===== src/rtl/adder_pipe.sv =====
// Pipelined WIDTH-bit adder split into STAGES carry-chained chunks with valid/ready handshaking.
// Optional macro ADDER_PIPE_SUB_EN adds a 'sub' input that adds the complement of b instead.
module adder_pipe #(
  parameter int WIDTH  = 128,
  parameter int STAGES = 4
) (
  input  logic             clk,
  input  logic             reset,
  input  logic             in_valid,
  output logic             in_ready,
  input  logic [WIDTH-1:0] a,
  input  logic [WIDTH-1:0] b,
  input  logic             cin,
`ifdef ADDER_PIPE_SUB_EN
  input  logic             sub,
`endif
  output logic             out_valid,
  input  logic             out_ready,
  output logic [WIDTH-1:0] sum,
  output logic             cout,
  output logic             busy
);

  localparam int C = WIDTH / STAGES;

  if (WIDTH < 8 || WIDTH > 1024 || STAGES < 1 || STAGES > 16 || (WIDTH % STAGES) != 0)
  begin : g_bad_cfg
    $error("adder_pipe: illegal WIDTH/STAGES combination");
  end

  logic              advance;
  logic              accept;
  logic [WIDTH-1:0]  b_eff;
  logic [STAGES-1:0] stage_valid;

  assign advance  = !out_valid || out_ready;
  assign in_ready = advance || reset;
  assign accept   = in_valid && in_ready;

`ifdef ADDER_PIPE_SUB_EN
  assign b_eff = sub ? ~b : b;
`else
  assign b_eff = b;
`endif

  // Stage k adds chunk k; unadded upper chunks ride along in the skew registers and
  // finished lower chunks accumulate in sum_q, so the last stage holds the aligned result.
  for (genvar k = 0; k < STAGES; k++) begin : g_stage
    localparam int RW = (STAGES - k) * C;

    logic [RW-1:0]        a_src;
    logic [RW-1:0]        b_src;
    logic                 c_src;
    logic                 v_src;
    logic [C:0]           total;
    logic [(k+1)*C-1:0]   sum_d;
    logic [(k+1)*C-1:0]   sum_q;
    logic                 carry_q;
    logic                 valid_q;

    if (k == 0) begin : g_head
      assign a_src = a;
      assign b_src = b_eff;
      assign c_src = cin;
      assign v_src = accept;
      assign sum_d = total[C-1:0];
    end else begin : g_body
      assign a_src = g_stage[k-1].g_skew.a_q;
      assign b_src = g_stage[k-1].g_skew.b_q;
      assign c_src = g_stage[k-1].carry_q;
      assign v_src = g_stage[k-1].valid_q;
      assign sum_d = {total[C-1:0], g_stage[k-1].sum_q};
    end

    assign total = {1'b0, a_src[C-1:0]} + {1'b0, b_src[C-1:0]} + {{C{1'b0}}, c_src};

    always_ff @(posedge clk) begin
      if (reset) begin
        valid_q <= 1'b0;
        carry_q <= 1'b0;
        sum_q   <= '0;
      end else if (advance) begin
        valid_q <= v_src;
        carry_q <= total[C];
        sum_q   <= sum_d;
      end
    end

    if (k < STAGES - 1) begin : g_skew
      logic [RW-C-1:0] a_q;
      logic [RW-C-1:0] b_q;

      // Operand bits carry no state meaning on their own; the valid bit qualifies them.
      always_ff @(posedge clk) begin
        if (advance) begin
          a_q <= a_src[RW-1:C];
          b_q <= b_src[RW-1:C];
        end
      end
    end

    assign stage_valid[k] = valid_q;
  end

  assign out_valid = g_stage[STAGES-1].valid_q;
  assign sum       = g_stage[STAGES-1].sum_q;
  assign cout      = g_stage[STAGES-1].carry_q;
  assign busy      = |stage_valid;

endmodule


===== config.mk =====
export PLATFORM = sky130hd
export DESIGN_NAME = adder_pipe
export DESIGN_NICKNAME = d
export VERILOG_FILES = /design/src/rtl/adder_pipe.sv
export SDC_FILE = /design/constraint.sdc
export NUM_CORES = 1
export LEC_CHECK = 0
export ABC_AREA = 0
export CAP_MARGIN = 20
export CORE_MARGIN = 10
export CORE_UTILIZATION = 40
export CTS_CLUSTER_SIZE = 40
export DETAILED_ROUTE_END_ITERATION = 10
export HOLD_SLACK_MARGIN = 0.1
export PLACE_DENSITY = 0.71
export SLEW_MARGIN = 5
export SYNTH_ARGS = -nofsm -noshare
export SYNTH_HDL_FRONTEND = slang
export SYNTH_SLANG_ARGS = --single-unit
export TNS_END_PERCENT = 50

===== constraint.sdc =====
create_clock -name clk -period 23.9 [get_ports clk]
set_input_delay 2.39 -clock clk [delete_from_list [all_inputs] [get_ports clk]]
set_output_delay 2.39 -clock clk [all_outputs]
set_load 0.1 [all_outputs]

==> metrics <==
initial drt markers=between 1000 and 1500; Die X=288 µm; startpoint types=input port; max cap viols=0; GP Congestion=0.861; fin area=approximately 0.036 mm²; CP Buf/Inv Count=4; Power Internal=~2300 µW; worst setup path start=out_ready; Clock Skew=33.1 ps; Slowest-stage cell, CP=clkdlybuf4s50_1; Tcrit/Tclk final=0.302; Met2 Wirelength=33100 µm; Num CTS Buffers=76; share of layout cells above drive strength 1=0.0513; arrival time worst endpoint=roughly 4800 ps; final setup margin=16680 ps; Worst Path Class, Setup=input port to output pin; CP max stage delay=about 1100 ps; H-tree Lvls=3; Sw Share=0.275; first-pass GRT wire length=105000 µm; CP Cell Sequence=clkdlybuf4s50_1 -> nor2b_4 -> inv_8 -> nor2_4 -> inv_1 -> clkdlybuf4s50_1; outcome=finished, final reports clean; clock period minus final worst setup slack=around 7200 ps; core footprint=about 0.071 mm²; Reg clk slew, reported paths=approximately 60 ps; die area=~0.083 mm²; Slew HR=0.250; DR vias/cell=about 5; fin nets=roughly 3400; Clock Path Buffers=3; Final Power=between 3000 and 4000 µW; setup bufs post-CTS=0; Seq cells post-synth=712; Critical Path Sink Type=output pin; Post-DRT Antenna Nets=0; met1 WL=between 20000 and 30000 µm; CTS resizes=0; static leakage=0.0137 µW; Storage cell area=0.0181 mm²; Mean Syn Cell Area=between 10 and 15 µm²; Critical Path End=in_ready; setup TNS=0 ps; total congestion overflow=0; Placement Cell Area=between 0.03 and 0.04 mm²; Top FF cell, synth=edfxtp_1; CTS tree=done; logic gate share of total power=0.168; Initial DRT Pass Iterations=8; critical path depth=6; port bufs=392; Root Buffer=clkbuf_16; largest net degree at the start of global routing=between 150 and 200; final setup fails=0; initial antenna violation count=11; DR vias=about 20000; cts hold-fix bufs=0; routed length on met3=approximately 4400 µm; Mapped Area=around 0.029 mm²; Reg2Reg Depth=12; RSZ-0062 raised after global routing=false; Die Y=roughly 290 µm; max layer used=met5; Worst-Skew Late Latency=~630 ps; initial core utilization=0.403; Netlist cell types=72; dpl hpwl=~48000 µm; Syn-to-layout area delta=25.9%; delay-heaviest family, CP=buffers and inverters; Min-Delay Path Class=flip-flop to flip-flop; DRC=0; CTS sink cnt=around 710; power per cell area=between 80 and 90 mW/mm²; gr usage total=0.158; fill cell count=about 6300; Top cell by count, worst path=clkdlybuf4s50_1; Worst EP required=21510 ps; fmax=~140 MHz; Seq/Total Area, Yosys=0.631; Worst Path Max Fanout=around 110; number of primary I/O pins=about 400; Final Slew Violations=0; Post-synth EDFFs=384; NetSw=about 870 µW; VDD IR-drop max=between 70 and 80 µV; Final Hold Viols=0; r2r startpoint=g_stage[2].carry_q$_SDFFE_PP0P_; R2R Path End=sum[124]$_SDFFE_PP0P_; Slew @ Worst Pin=about 1100 ps; sequential share of power=0.454; Post-Synthesis Cells=roughly 2600; synthesized net count=a little under 3000; routed len/inst=about 17 µm; area of the multi-input gates=between 0.01 and 0.015 mm²; Ys Warns=0; Hold Startpoint=g_stage[0].g_skew.b_q[84]$_DFFE_PP_; ys async rst share=0; Place WS=approximately 17000 ps; worst reg2reg setup slack=19950 ps; Rows=98; number of global-route vias before repair=19300; clock share of power=0.378; Detailed Route WL=~67000 µm
-- how the worst min path moves through the flow --
| stage | to | slack, ps | depth (start not counted) |
|---|---|---|---|
| after CTS | g_stage[1].g_skew.b_q[52]$_DFFE_PP_ | 410 | 0 |
| after global placement | g_stage[1].g_skew.a_q[37]$_DFFE_PP_ | 400 | 0 |
| final | g_stage[1].g_skew.b_q[52]$_DFFE_PP_ | 410 | 0 |
| after detailed placement | g_stage[1].g_skew.a_q[28]$_DFFE_PP_ | 400 | 0 |
| after floorplan | g_stage[1].g_skew.a_q[0]$_DFFE_PP_ | 400 | 0 |
| after global routing | g_stage[1].g_skew.b_q[52]$_DFFE_PP_ | 410 | 0 |
-- metal layers --
metal | track usage | vias to the layer above
met1 | 0.192 | 9325
met2 | 0.263 | 497
met4 | 0.0633 | 6
met5 | 0 | -
met3 | 0.0419 | 93
li1 | - | 9938
-- cell type report --
class / instances / share of cell area
sequential: 712 / 0.501
antenna: 8 / 0.000554
multi-input combinational: 1728 / 0.278
inverter: 33 / 0.00364
tap: 950 / 0.0329
clock buffer: 103 / 0.0574
timing repair buffer: 407 / 0.112
clock inverter: 38 / 0.0144
-- power groups by stage --
stage          clock network [µW]  logic, µW  registers (µW)
4_1_cts                      1230        532            1440
2_1_floorplan                   0        237            1590
5_1_grt                      1280        573            1450
3_5_place_dp                    0        529            1460
3_3_place_gp                    0        524            1460
6_report                     1190        530            1430
-- cell families after synthesis --
family,Yosys count,synth area share
adders and majority gates,132,0.0597
buffers and inverters,150,0.0197
xor gates and xnor gates,110,0.0336
DFF,712,0.631
and+or+nand+nor,813,0.115
muxes,2,0.000698
AOI/OAI and AO/OA,671,0.141
-- metrics by stage --
stage	hold slack [ps]	instances	utilization
floorplan	400	2590	-
global placement	401	3830	0.470
detailed placement	405	3830	0.470
CTS	407	3971	0.507
global route	409	3979	0.507
finish	409	3979	0.507
-- Yosys cell counts (all sizes together) (10+ instances only) --
library cell,number,area share
a211oi,23,0.0067
a21o,59,0.015
a21oi,370,0.065
a31oi,11,0.0024
clkbuf,113,0.015
dfxtp,328,0.23
edfxtp,384,0.40
ha,124,0.054
inv,33,0.0043
nand2,633,0.083
nand3,25,0.0044
nand4,13,0.0028
nor2,71,0.0093
nor2b,16,0.0035
nor3,20,0.0035
o211ai,11,0.0031
o21ai,103,0.018
o21bai,28,0.0077
o31ai,10,0.0030
xnor2,70,0.021
xor2,40,0.012
-- registers in the layout (all words and copies together), names as in the netlist --
signal              count
g_stage.carry_q         3
out_valid               1
g_stage.sum_q         192
sum                   128
g_stage.valid_q         3
g_stage.g_skew.a_q    192
g_stage.g_skew.b_q    192
cout                    1
-- cells in the final DEF, fill, tap and decap left out, types with 10 or more instances in the layout --
master / netlist / routed
a31oi_1: 11 / 11
nand4_1: 13 / 13
edfxtp_1: 384 / 384
o211ai_1: 10 / 10
nor3_1: 20 / 20
nor2b_1: 16 / 15
xor2_1: 40 / 40
buf_4: 0 / 14
o21ai_0: 97 / 97
ha_1: 124 / 124
dfxtp_1: 328 / 328
a21oi_1: 370 / 370
nand3_1: 25 / 25
a21o_1: 59 / 59
clkdlybuf4s50_1: 0 / 391
a211oi_1: 19 / 19
nand2_1: 633 / 633
clkbuf_16: 0 / 76
nor2_1: 71 / 70
clkbuf_1: 112 / 20
o21bai_1: 27 / 27
inv_1: 33 / 32
xnor2_1: 70 / 70
Power figures use the tool's default switching activity.
